[src/rtl/gpio_access_arbiter_if.sv]
`default_nettype none
// ============================================================================
// Module      : gpio_access_arbiter_if
// Description : Requester handshake and GPIO Avalon-MM slave bundle for the
//               arbiter. Modport slave is the arbiter view; master is the
//               surrounding requesters plus the GPIO slave.
// Revision    : 1.0 - initial release
// ============================================================================
interface gpio_access_arbiter_if #(
  parameter int NUM_REQ    = 2,
  parameter int DATA_WIDTH = 28
);
  logic [NUM_REQ-1:0]            req_valid;
  logic [3*NUM_REQ-1:0]          req_op;
  logic [DATA_WIDTH*NUM_REQ-1:0] req_data;
  logic [NUM_REQ-1:0]            req_lock;
  logic [NUM_REQ-1:0]            req_ready;
  logic [NUM_REQ-1:0]            rsp_valid;
  logic [DATA_WIDTH-1:0]         rsp_data;
  logic                          rsp_err;
  logic [1:0]                    gpio_address;
  logic                          gpio_chipselect;
  logic                          gpio_write_n;
  logic [31:0]                   gpio_writedata;
  logic [31:0]                   gpio_readdata;

  modport slave (
    input  req_valid, req_op, req_data, req_lock, gpio_readdata,
    output req_ready, rsp_valid, rsp_data, rsp_err,
           gpio_address, gpio_chipselect, gpio_write_n, gpio_writedata
  );

  modport master (
    output req_valid, req_op, req_data, req_lock, gpio_readdata,
    input  req_ready, rsp_valid, rsp_data, rsp_err,
           gpio_address, gpio_chipselect, gpio_write_n, gpio_writedata
  );
endinterface
`default_nettype wire

[src/rtl/gpio_access_arbiter.sv]
`default_nettype none
// ============================================================================
// Module      : gpio_access_arbiter
// Description : Round-robin arbiter sharing one GPIO Avalon-MM slave, with
//               shadow out/dir registers for atomic set/clear/toggle.
//               Optional macro GPIO_ACCESS_ARBITER_LOCK_EN adds requester lock.
// Revision    : 1.0 - initial release
// ============================================================================
module gpio_access_arbiter #(
  parameter int NUM_REQ    = 2,
  parameter int DATA_WIDTH = 28
) (
  input  logic                 clk,
  input  logic                 reset_n,
  gpio_access_arbiter_if.slave bus
);

  localparam int c_IDX_W = (NUM_REQ > 1) ? $clog2(NUM_REQ) : 1;

  localparam logic [2:0] c_OP_RD_IN   = 3'd0;
  localparam logic [2:0] c_OP_RD_DIR  = 3'd1;
  localparam logic [2:0] c_OP_WR_OUT  = 3'd2;
  localparam logic [2:0] c_OP_SET_OUT = 3'd3;
  localparam logic [2:0] c_OP_CLR_OUT = 3'd4;
  localparam logic [2:0] c_OP_TOG_OUT = 3'd5;
  localparam logic [2:0] c_OP_WR_DIR  = 3'd6;
  localparam logic [2:0] c_OP_ILLEGAL = 3'd7;

  typedef enum logic [1:0] {
    ST_IDLE  = 2'd0,
    ST_ISSUE = 2'd1,
    ST_DONE  = 2'd2
  } state_t;

  state_t                state_q;
  logic [c_IDX_W-1:0]    rr_q;
  logic [c_IDX_W-1:0]    owner_q;
  logic [2:0]            op_q;
  logic [DATA_WIDTH-1:0] wdata_q;
  logic [DATA_WIDTH-1:0] shadow_out_q;
  logic [DATA_WIDTH-1:0] shadow_dir_q;
  logic [1:0]            gpio_address_q;
  logic                  gpio_chipselect_q;
  logic                  gpio_write_n_q;
  logic [31:0]           gpio_writedata_q;

  logic [NUM_REQ-1:0]    w_elig;
  logic                  w_found;
  logic [c_IDX_W-1:0]    w_win;
  logic                  w_accept;
  logic [2:0]            w_op;
  logic [DATA_WIDTH-1:0] w_dat;
  logic [DATA_WIDTH-1:0] wdata_d;
  logic                  w_op_read;
  logic                  w_op_dir;
  logic [DATA_WIDTH-1:0] w_rsp_data;
  logic                  w_unused;

`ifdef GPIO_ACCESS_ARBITER_LOCK_EN
  logic lock_q;
  logic acc_lock_q;

  // While locked, owner_q still names the requester that took the lock.
  always_comb begin
    w_elig = bus.req_valid;
    if (lock_q) begin
      w_elig = bus.req_valid & (NUM_REQ'(1) << owner_q);
    end
  end
`else
  always_comb begin
    w_elig = bus.req_valid;
  end
`endif

  always_comb begin : p_arb
    logic [c_IDX_W-1:0] idx;
    idx     = '0;
    w_found = 1'b0;
    w_win   = '0;
    for (int i = 1; i <= NUM_REQ; i++) begin
      idx = c_IDX_W'((int'(rr_q) + i) % NUM_REQ);
      if (!w_found && w_elig[idx]) begin
        w_found = 1'b1;
        w_win   = idx;
      end
    end
  end

  assign w_accept  = (state_q == ST_IDLE) && w_found;
  assign w_op      = bus.req_op[int'(w_win) * 3 +: 3];
  assign w_dat     = bus.req_data[int'(w_win) * DATA_WIDTH +: DATA_WIDTH];
  assign w_op_read = (w_op == c_OP_RD_IN) || (w_op == c_OP_RD_DIR);
  assign w_op_dir  = (w_op == c_OP_RD_DIR) || (w_op == c_OP_WR_DIR);

  // New register value, computed from the shadow so no read-back is needed.
  always_comb begin
    wdata_d = '0;
    case (w_op)
      c_OP_WR_OUT:  wdata_d = w_dat;
      c_OP_SET_OUT: wdata_d = shadow_out_q | w_dat;
      c_OP_CLR_OUT: wdata_d = shadow_out_q & ~w_dat;
      c_OP_TOG_OUT: wdata_d = shadow_out_q ^ w_dat;
      c_OP_WR_DIR:  wdata_d = w_dat;
      default:      wdata_d = '0;
    endcase
  end

  always_ff @(posedge clk or negedge reset_n) begin
    if (!reset_n) begin
      state_q           <= ST_IDLE;
      rr_q              <= c_IDX_W'(NUM_REQ - 1);
      owner_q           <= '0;
      op_q              <= '0;
      wdata_q           <= '0;
      shadow_out_q      <= '0;
      shadow_dir_q      <= '0;
      gpio_address_q    <= '0;
      gpio_chipselect_q <= 1'b0;
      gpio_write_n_q    <= 1'b1;
      gpio_writedata_q  <= '0;
`ifdef GPIO_ACCESS_ARBITER_LOCK_EN
      lock_q            <= 1'b0;
      acc_lock_q        <= 1'b0;
`endif
    end else begin
      case (state_q)
        ST_IDLE: begin
          if (w_accept) begin
            owner_q <= w_win;
            rr_q    <= w_win;
            op_q    <= w_op;
            wdata_q <= wdata_d;
`ifdef GPIO_ACCESS_ARBITER_LOCK_EN
            acc_lock_q <= bus.req_lock[w_win];
            if (bus.req_lock[w_win]) begin
              lock_q <= 1'b1;
            end
`endif
            if (w_op == c_OP_ILLEGAL) begin
              state_q <= ST_DONE;
            end else begin
              state_q           <= ST_ISSUE;
              gpio_chipselect_q <= 1'b1;
              gpio_write_n_q    <= w_op_read;
              gpio_address_q    <= {1'b0, w_op_dir};
              gpio_writedata_q  <= w_op_read ? 32'd0 : 32'(wdata_d);
            end
          end
        end
        ST_ISSUE: begin
          case (op_q)
            c_OP_WR_OUT, c_OP_SET_OUT,
            c_OP_CLR_OUT, c_OP_TOG_OUT: shadow_out_q <= wdata_q;
            c_OP_WR_DIR:                shadow_dir_q <= wdata_q;
            default:                    ;
          endcase
          gpio_chipselect_q <= 1'b0;
          gpio_write_n_q    <= 1'b1;
          gpio_address_q    <= '0;
          gpio_writedata_q  <= '0;
          state_q           <= ST_DONE;
        end
        ST_DONE: begin
          state_q <= ST_IDLE;
`ifdef GPIO_ACCESS_ARBITER_LOCK_EN
          if (!acc_lock_q) begin
            lock_q <= 1'b0;
          end
`endif
        end
        default: state_q <= ST_IDLE;
      endcase
    end
  end

  // Read data is only valid in DONE, after the slave's readdata register loads.
  always_comb begin
    w_rsp_data = '0;
    if (state_q == ST_DONE) begin
      case (op_q)
        c_OP_RD_IN, c_OP_RD_DIR: w_rsp_data = bus.gpio_readdata[DATA_WIDTH-1:0];
        c_OP_WR_DIR:             w_rsp_data = shadow_dir_q;
        c_OP_ILLEGAL:            w_rsp_data = '0;
        default:                 w_rsp_data = shadow_out_q;
      endcase
    end
  end

  assign bus.req_ready       = w_accept ? (NUM_REQ'(1) << w_win) : '0;
  assign bus.rsp_valid       = (state_q == ST_DONE) ? (NUM_REQ'(1) << owner_q) : '0;
  assign bus.rsp_err         = (state_q == ST_DONE) && (op_q == c_OP_ILLEGAL);
  assign bus.rsp_data        = w_rsp_data;
  assign bus.gpio_address    = gpio_address_q;
  assign bus.gpio_chipselect = gpio_chipselect_q;
  assign bus.gpio_write_n    = gpio_write_n_q;
  assign bus.gpio_writedata  = gpio_writedata_q;

  assign w_unused = ^{bus.req_lock, bus.gpio_readdata};

endmodule
`default_nettype wire

[src/flat_wrapper.sv]
// flat-port wrapper written by rule: the top's interface ports become plain ports
module gpio_access_arbiter_flat 
#(
  parameter int NUM_REQ    = 2,
  parameter int DATA_WIDTH = 28
)
  (clk, reset_n, bus_req_valid, bus_req_op, bus_req_data, bus_req_lock, bus_gpio_readdata, bus_req_ready, bus_rsp_valid, bus_rsp_data, bus_rsp_err, bus_gpio_address, bus_gpio_chipselect, bus_gpio_write_n, bus_gpio_writedata);
  gpio_access_arbiter_if #(.NUM_REQ(NUM_REQ), .DATA_WIDTH(DATA_WIDTH)) bus_i ();
  input  logic clk;
  input  logic reset_n;
  input wire logic [$bits(bus_i.req_valid)-1:0] bus_req_valid;
  input wire logic [$bits(bus_i.req_op)-1:0] bus_req_op;
  input wire logic [$bits(bus_i.req_data)-1:0] bus_req_data;
  input wire logic [$bits(bus_i.req_lock)-1:0] bus_req_lock;
  input wire logic [$bits(bus_i.gpio_readdata)-1:0] bus_gpio_readdata;
  output wire logic [$bits(bus_i.req_ready)-1:0] bus_req_ready;
  output wire logic [$bits(bus_i.rsp_valid)-1:0] bus_rsp_valid;
  output wire logic [$bits(bus_i.rsp_data)-1:0] bus_rsp_data;
  output wire logic [$bits(bus_i.rsp_err)-1:0] bus_rsp_err;
  output wire logic [$bits(bus_i.gpio_address)-1:0] bus_gpio_address;
  output wire logic [$bits(bus_i.gpio_chipselect)-1:0] bus_gpio_chipselect;
  output wire logic [$bits(bus_i.gpio_write_n)-1:0] bus_gpio_write_n;
  output wire logic [$bits(bus_i.gpio_writedata)-1:0] bus_gpio_writedata;
  assign bus_i.req_valid = bus_req_valid;
  assign bus_i.req_op = bus_req_op;
  assign bus_i.req_data = bus_req_data;
  assign bus_i.req_lock = bus_req_lock;
  assign bus_i.gpio_readdata = bus_gpio_readdata;
  assign bus_req_ready = bus_i.req_ready;
  assign bus_rsp_valid = bus_i.rsp_valid;
  assign bus_rsp_data = bus_i.rsp_data;
  assign bus_rsp_err = bus_i.rsp_err;
  assign bus_gpio_address = bus_i.gpio_address;
  assign bus_gpio_chipselect = bus_i.gpio_chipselect;
  assign bus_gpio_write_n = bus_i.gpio_write_n;
  assign bus_gpio_writedata = bus_i.gpio_writedata;
  gpio_access_arbiter #(.NUM_REQ(NUM_REQ), .DATA_WIDTH(DATA_WIDTH)) u_core (.clk(clk), .reset_n(reset_n), .bus(bus_i));
endmodule
[config.mk]
export PLATFORM = sky130hd
export DESIGN_NAME = gpio_access_arbiter_flat
export DESIGN_NICKNAME = d
export VERILOG_FILES = /design/src/rtl/gpio_access_arbiter_if.sv /design/src/rtl/gpio_access_arbiter.sv /design/src/flat_wrapper.sv
export SDC_FILE = /design/constraint.sdc
export NUM_CORES = 1
export LEC_CHECK = 0
export CAP_MARGIN = 10
export CORE_AREA = 2 2 129 106
export DETAILED_ROUTE_END_ITERATION = 10
export DIE_AREA = 0 0 131 108
export GPL_TIMING_DRIVEN = 0
export PLACE_DENSITY = 0.92
export SLEW_MARGIN = 0
export SYNTH_ARGS = -nofsm -noshare
export SYNTH_HDL_FRONTEND = slang
export SYNTH_SLANG_ARGS = --single-unit
[constraint.sdc]
create_clock -name clk -period 3.95 [get_ports clk]
set_clock_uncertainty 0.15 [all_clocks]
set_input_delay 0.395 -clock clk [delete_from_list [all_inputs] [get_ports clk]]
set_output_delay 0.395 -clock clk [all_outputs]
set_load 0.01 [all_outputs]
# Word-level counts from Yosys, hierarchy flattened
# Index checks and enable logic that the tools add are counted.
[word_totals] mem_bits_rw=0 elab_cells=89 inputBits=100 romBits=0 out_inout_bits=69 latchBits=0 mem_count=0 ff_bits=127
[classes] bitwise=4 multipliers=2 order_cmp=2 muxes=29 n_shift=4 n_addsub=2 div=0 reduce_logical=17 eq_ne=18
[op_table] cell="$pmux W28 S4" n=1
[op_table] cell="$pmux W28 S3" n=1
[op_table] cell="$mux W32" n=2
[op_table] cell="$pmux W32 S2" n=1
[op_table] cell="$mux W28" n=2
[op_table] cell="$shiftx A56 B32 Y28" n=1
[op_table] cell="$shiftx A6 B32 Y3" n=1
[op_table] cell="$and A28 B28 Y28" n=1
[op_table] cell="$not A28 Y28" n=1
[op_table] cell="$or A28 B28 Y28" n=1
[op_table] cell="$xor A28 B28 Y28" n=1
[op_table] cell="$eq A3 B3 Y1 const B" n=8
[op_table] cell="$eq A3 B2 Y1 const B" n=4
[op_table] cell="$mux W1" n=12
[op_table] cell="$mux W2" n=6
[op_table] cell="$pmux W2 S2" n=2
[op_table] cell="$eq A3 B1 Y1 const B" n=2
[op_table] cell="$logic_not A3 Y1" n=2
[op_table] cell="$reduce_and A2 Y1" n=3
[op_table] cell="$lt A1 B2 Y1 const B" n=2
[op_table] cell="$mul A1 B3 Y4 const B" n=1
[op_table] cell="$pmux W1 S2" n=2
[op_table] cell="$reduce_or A2 Y1" n=2
[op_table] cell="$reduce_or A4 Y1" n=1
[op_table] cell="13 further kinds" n=18

# Logic depth before layout (Yosys ltp)
# Gate-level depths: netlist of the first run.
[depth] word_depth=16 mapped_depth=7 mapped_depth_nobuf=5

# Least setup slack after synthesis of the first run
# OpenSTA, ideal clock, no wires.
[synth_path] kind="flip-flop to output port" start="reg u_core.op_q[1]" end="out bus_rsp_data[10]" t_arrival_ns=1.620 required_time_ns=3.405 path_stages_with_launch=7 setup_slack_ns=1.785 n_path_buf=3 path_cell_list="dfrtp_1 buf_2 nand2_1 clkbuf_1 buf_1 a21oi_1 nor4_1"
[synth_via] elab_chain_cells=4 elab_cells_between_ends=7 cone_classes="eq/ne (3); mux (2); reduce/logical (2)"
[synth_rtl] element="start: declaration" line_no="gpio_access_arbiter.sv:38" text="logic [2:0] op_q;"
[synth_rtl] element="start signal: assignment" line_no="gpio_access_arbiter.sv:132" text="op_q <= w_op;"
[synth_rtl] element="$eq A3 B1 Y1 / $logic_not A3 Y1 (equally long branches)" line_no="gpio_access_arbiter.sv:181" text="case (op_q)"
[synth_rtl] element="$reduce_or A2 Y1" line_no="gpio_access_arbiter.sv:181"
[synth_rtl] element="$pmux W28 S3 (*)" line_no="gpio_access_arbiter.sv:181"
[synth_rtl] element="$mux W28 (*)" line_no="gpio_access_arbiter.sv:180" text="if (state_q == ST_DONE) begin"
[synth_rtl] element="end: declaration" line_no="flat_wrapper.sv:18" text="output wire logic [$bits(bus_i.rsp_data)-1:0] bus_rsp_data;"
# Mark *: on every way between the ends. The rest lies on a longest branch, timed or not.

# Worst setup path after layout of the first run
[layout_path] start="reg u_core.op_q[2]" end="out bus_rsp_data[14]"
# The elaborated chain is that of the path after synthesis.

==> impl_metrics.yaml, run 1 <==
outcome:
  outcome: "finished clean"
clocking:
  cts_tree: "done"
  cts.path.max_buffers: 2
  cts_buffers: 17
  h-tree-depth: 4
  cts.reportedPaths.clkPinSlew_ns: 0.06
  root_buffer: "clkbuf_16"
  clk_latency_ns: 0.41
  cts_resized: 0
  cts_sinks: 122
floorplan:
  initial_core_util: 0.535
  rows: 37
  io_pins: 169
  die_h_um: 108
  core_um2: 12700
  design.die.area_um2: 14100
  die_w_um: 131
yosys:
  yosysWarnings: 0
  synth_async_sr_flop_share: 1.00
  synth_xor_area_frac: 0.00239
  synthSimpleGateAreaFrac: 0.202
  synth_top_cell_area_share: 0.441
  yosysUniqueCellTypes: 39
  synthCells: 759
  avgSynthCellArea_um2: 8.98
  synth_compound_area_frac: 0.201
  ys_ff_latch: 122
  synth_area_um2: 6810
  muxShareOfSynthArea: 0.0984
  synth_flop_cell: "dfrtp_1"
  synth_top_family_by_area: "simple AND/OR/NAND/NOR gates"
  synth_fa_ha_area_frac: 0
  yosysSeqAreaShare: 0.448
  synth_area_leader_cell: "dfrtp_1"
  synth_edf_count: 0
  synth.area.top_cells: "dfrtp_1, nand2_1, o211ai_1"
finish:
  nNetsFinal: 1041
  final_cell_area_um2: 9290
  layout_common_cells: "clkdlybuf4s50_1, dfrtp_1, nand2_1"
  mostFrequentLayoutCell: "clkdlybuf4s50_1"
  drive_above_1_share: 0.124
  diodes: 0
  fin_util: 0.730
  fin_cells: 1128
  area_growth_pct: 36.4
placed_design:
  gp_congestion: 0.922
  portBuffers: 157
  placedCellCount: 1096
  hpwl_um: 15800
  placed_area_um2: 8650
worst_setup_path:
  path_depth: 6
  worstSetupStartpoint: "u_core.op_q[2]"
  reg2regPathDepth: 6
  worstPathRequired_ns: 3.40
  crit_path_end_kind: "output pin"
  cp-endpoint: "bus_rsp_data[14]"
  slowest_delay_ns: 0.61
  critPathMaxFanout: 10
  critPathArrivalTime_ns: 3.17
  path_cells: "nand2_1 > clkbuf_1 > buf_1 > a21oi_1 > nor4_1 > clkdlybuf4s50_1"
  crit_buf_inv: 3
  rrSetupSlack_ns: 1.55
  r2r-end: "u_core.bus.gpio_writedata[6]"
  r2r-start: "u_core.rr_q"
  worstSetupStartpointType: "flop"
  cpMaxStageDelayCell: "buf_1"
  path_delay_family: "buffers and inverters"
  crit_type: "flop to output pin"
global_routing:
  grt_pass1_wl_um: 36900
  track_usage: 0.343
  gr-total-overflow: 0
  grt_max_degree: 86
  antenna_found_initial: 0
  grt_pass1_vias: 7153
detailed_routing:
  drtIter0Drc: 1096
  vias_per_cell: 6.40
  drt_first_pass_iters: 6
  drc: 0
  vias: 7214
  wl_per_cell_um: 21.0
  ant_nets: 0
  drt-total-wl_um: 23700
timing:
  holdWs_ns: 0.303
  relSlewSlack: 0.518
  worst_pin_slew_ns: 0.723
  finalSetupViolCount: 0
  fin_crit_ns: 3.71
  hold_violations: 0
  maxSlewViolCount: 0
  rsz0062_at_grt: "no"
  period_share: 0.940
  max_freq_ghz: 0.269
pwr:
  power.leakage_nw: 4.10
  powerDensity_nw_per_um2: 708
  ir_drop_uv: 513
run:
  drv_cap: 0
worst_hold_path:
  hold_path.class: "input port to async pin"
==> synthesized netlist by cell type, types with 5 or more instances <==
cell,number
dfrtp_1,120
a21oi_1,29
nand2_1,117
mux2_2,36
buf_4,8
clkbuf_1,42
nor2b_1,21
a211oi_1,20
o21ai_0,58
buf_2,9
nor4_1,18
mux2_1,20
a21o_1,5
o211ai_1,58
nor2_1,43
nand3_1,86
a31o_2,24
==> layout make-up <==
type	instances	area, um2
plain buffers	66	305
flip-flops and latches	122	3060
fillers	928	3440
inverters	4	15.0
repair buffers	159	1610
clock buffers	21	470
clock inverters	10	165
well taps	175	219
multi-input cells	571	3450
==> worst min-delay path by stage <==
stage / startpoint / end / slack, ns / cells after the start
after floorplan: reset_n / u_core.bus.gpio_address[0] / -0.05 / 0
after global placement: u_core.bus.gpio_writedata[26] / u_core.bus.gpio_writedata[26] / 0.31 / 2
after detailed placement: reset_n / u_core.bus.gpio_writedata[0] / 0.17 / 1
after CTS: reset_n / u_core.bus.gpio_writedata[0] / 0.31 / 2
after global routing: reset_n / u_core.bus.gpio_writedata[0] / 0.32 / 2
final: reset_n / u_core.bus.gpio_writedata[0] / 0.30 / 2
==> per-stage QoR <==
step / power [mW] / setup TNS [ns] / setup slack (ns)
2_1_floorplan: 3.57 / 0 / 1.78
3_3_place_gp: 4.67 / -284.20 / -2.36
3_5_place_dp: 4.78 / 0 / 0.685
4_1_cts: 6.50 / 0 / 0.343
5_1_grt: 6.89 / 0 / 0.106
6_report: 6.58 / 0 / 0.236
==> what timing repair did <==
action                                  in CTS  in global routing
buffers inserted                             0                  0
hold endpoints to repair                    37                  0
endpoints found under the setup margin       0                  0
hold buffers                                 1                  0
==> state kept, by name, summed over array words and instances, names as in the netlist <==
name / cells
u_core.owner_q: 1
u_core.rr_q: 1
u_core.op_q: 3
u_core.shadow_dir_q: 28
u_core.bus.gpio_writedata: 28
u_core.shadow_out_q: 28
u_core.state_q: 2
u_core.bus.gpio_write_n: 1
u_core.wdata_q: 28
u_core.bus.gpio_chipselect: 1
u_core.bus.gpio_address: 1
==> report_power, final <==
part / internal (mW) / switching [mW]
sequential: 1.71 / 0.437
clock: 1.10 / 0.583
combinational: 1.16 / 1.58
total: 3.98 / 2.60
==> logic make-up after synthesis <==
| logic type | Yosys count |
|---|---|
| compound gates | 205 |
| xor+xnor | 1 |
| buf+inv | 70 |
| flops | 122 |
| mux | 60 |
| other cells | 1 |
| simple gates | 300 |
==> layer usage <==
layer / wire, um / up-vias / track usage
met5: 0 / - / 0
met1: 9110 / 3419 / 0.454
met4: 802 / 0 / 0.145
li1: - / 3112 / -
met3: 3150 / 101 / 0.110
met2: 10600 / 582 / 0.523
Power figures use the tool's default switching activity.
==> run 2, diff against run 1 <==
CORE_AREA = 2 2 106 129   (was 2 2 129 106)
DIE_AREA = 0 0 108 131   (was 0 0 131 108)
==> impl_metrics.yaml, run 2 (synthesized netlist as in run 1, its figures left out) <==
clocking:
  cts_tree: "done"
  cts.reportedPaths.clkPinSlew_ns: 0.05
  cts_hold_buf: 1
  cts_buffers: 17
  h-tree-depth: 4
  post-cts-setup-buffer-count: 0
  cts.path.max_buffers: 2
  cts_resized: 0
  clk_latency_ns: 0.42
  cts_sinks: 122
  root_buffer: "clkbuf_16"
floorplan:
  die_h_um: 131
  rows: 46
  die_w_um: 108
  design.die.area_um2: 14100
  io_pins: 169
  initial_core_util: 0.526
  core_um2: 12900
finish:
  fillers: 912
  area_growth_pct: 36.0
  diodes: 0
  fin_cells: 1121
  layout_common_cells: "clkdlybuf4s50_1, dfrtp_1, nand2_1"
  mostFrequentLayoutCell: "clkdlybuf4s50_1"
  drive_above_1_share: 0.122
  multiInputGateArea_um2: 3450
  seqCellArea_um2: 3060
  nNetsFinal: 1041
timing:
  maxSlewViolCount: 0
  fin_crit_ns: 3.75
  finalSetupViolCount: 0
  relSlewSlack: 0.507
  rsz0062_at_grt: "no"
  max_freq_ghz: 0.267
  period_share: 0.950
  worst_pin_slew_ns: 0.735
  hold_violations: 0
  tns_ns: 0
worst_setup_path:
  slowest_delay_ns: 0.62
  worstPathRequired_ns: 3.40
  r2r-end: "u_core.bus.gpio_writedata[6]"
  path_delay_family: "buffers and inverters"
  crit_type: "flop to output pin"
  path_cells: "buf_2 > nand2_1 > clkbuf_1 > buf_1 > a21oi_1 > nor4_1 > clkdlybuf4s50_1"
  r2r-start: "u_core.rr_q"
  cpMaxStageDelayCell: "clkdlybuf4s50_1"
  rrSetupSlack_ns: 1.68
  crit_path_end_kind: "output pin"
  critPathArrivalTime_ns: 3.21
  worstSetupStartpoint: "u_core.op_q[1]"
  worstSetupStartpointType: "flop"
  crit_buf_inv: 4
  reg2regPathDepth: 6
  critPathMaxFanout: 10
global_routing:
  track_usage: 0.337
  grt_use_met2: 0.534
  antenna_found_initial: 0
  grt_pass1_wl_um: 36300
  grt_pass1_vias: 7133
  grtUsageMet3: 0.0764
  grt-busiest-layer: "met2"
  grt_max_degree: 89
  met1_usage: 0.427
  gr-total-overflow: 0
detailed_routing:
  wl_per_cell_um: 21.2
  drc: 0
  drt_first_pass_iters: 8
  vias: 7252
  drtIter0Drc: 1173
  drt-total-wl_um: 23700
  vias_per_cell: 6.47
  ant_nets: 0
pwr:
  ir_drop_uv: 418
  finalPower_mw: 6.52
  power.leakage_nw: 4.09
  powerDensity_nw_per_um2: 704
worst_hold_path:
  hold_path.class: "input port to async pin"
placed_design:
  portBuffers: 157
  hpwl_um: 15500
  gp_congestion: 0.924
  placedCellCount: 1089
outcome:
  outcome: "finished clean"
run:
  drv_cap: 0
-- run 2: changes by cell type in the layout (fill, tap and decap cells not counted) --
cell	before	now
bufinv_16	4	3
clkbuf_1	43	45
clkbuf_8	3	5
clkinv_4	1	0
clkinvlp_4	3	2
inv_6	1	0
-- run 2: where the power goes --
part / internal [mW] / switching [mW]
clock: 1.07 / 0.561
sequential: 1.71 / 0.435
combinational: 1.16 / 1.58
-- run 2: final cells by class --
| type | count | area share |
|---|---|---|
| Clock buffer | 25 | 0.0546 |
| Inverter | 4 | 0.00162 |
| Timing Repair Buffer | 159 | 0.174 |
| Clock inverter | 6 | 0.0119 |
| Sequential cell | 122 | 0.330 |
| Buffer | 66 | 0.0330 |
| Tap cell | 168 | 0.0227 |
| Multi-Input combinational cell | 571 | 0.373 |
-- run 2: routing by layer --
| layer | vias up | routed length [um] |
|---|---|---|
| met2 | 657 | 11100 |
| li1 | 3118 | - |
| met4 | 0 | 1180 |
| met5 | - | 0 |
| met1 | 3339 | 8660 |
| met3 | 138 | 2770 |
-- run 2: worst max-delay path by stage --
stage,to,slack (ns),cells after the start
floorplan,bus_rsp_data[10],1.78,6
global placement,u_core.bus.gpio_writedata[4],-2.24,1
detailed placement,bus_req_ready[1],0.62,6
CTS,bus_rsp_data[16],0.28,7
global route,bus_rsp_data[16],0.07,7
finish,bus_rsp_data[13],0.20,7
-- run 2: stage by stage --
step / util / setup slack [ns] / hold WS, ns / area [um2]
floorplan: - / 1.78 / -0.0506 / 6830
global placement: 0.665 / -2.24 / 0.306 / 8610
detailed placement: 0.667 / 0.618 / 0.158 / 8640
CTS: 0.715 / 0.275 / 0.301 / 9260
global route: 0.715 / 0.0651 / 0.335 / 9260
finish: 0.715 / 0.198 / 0.288 / 9260
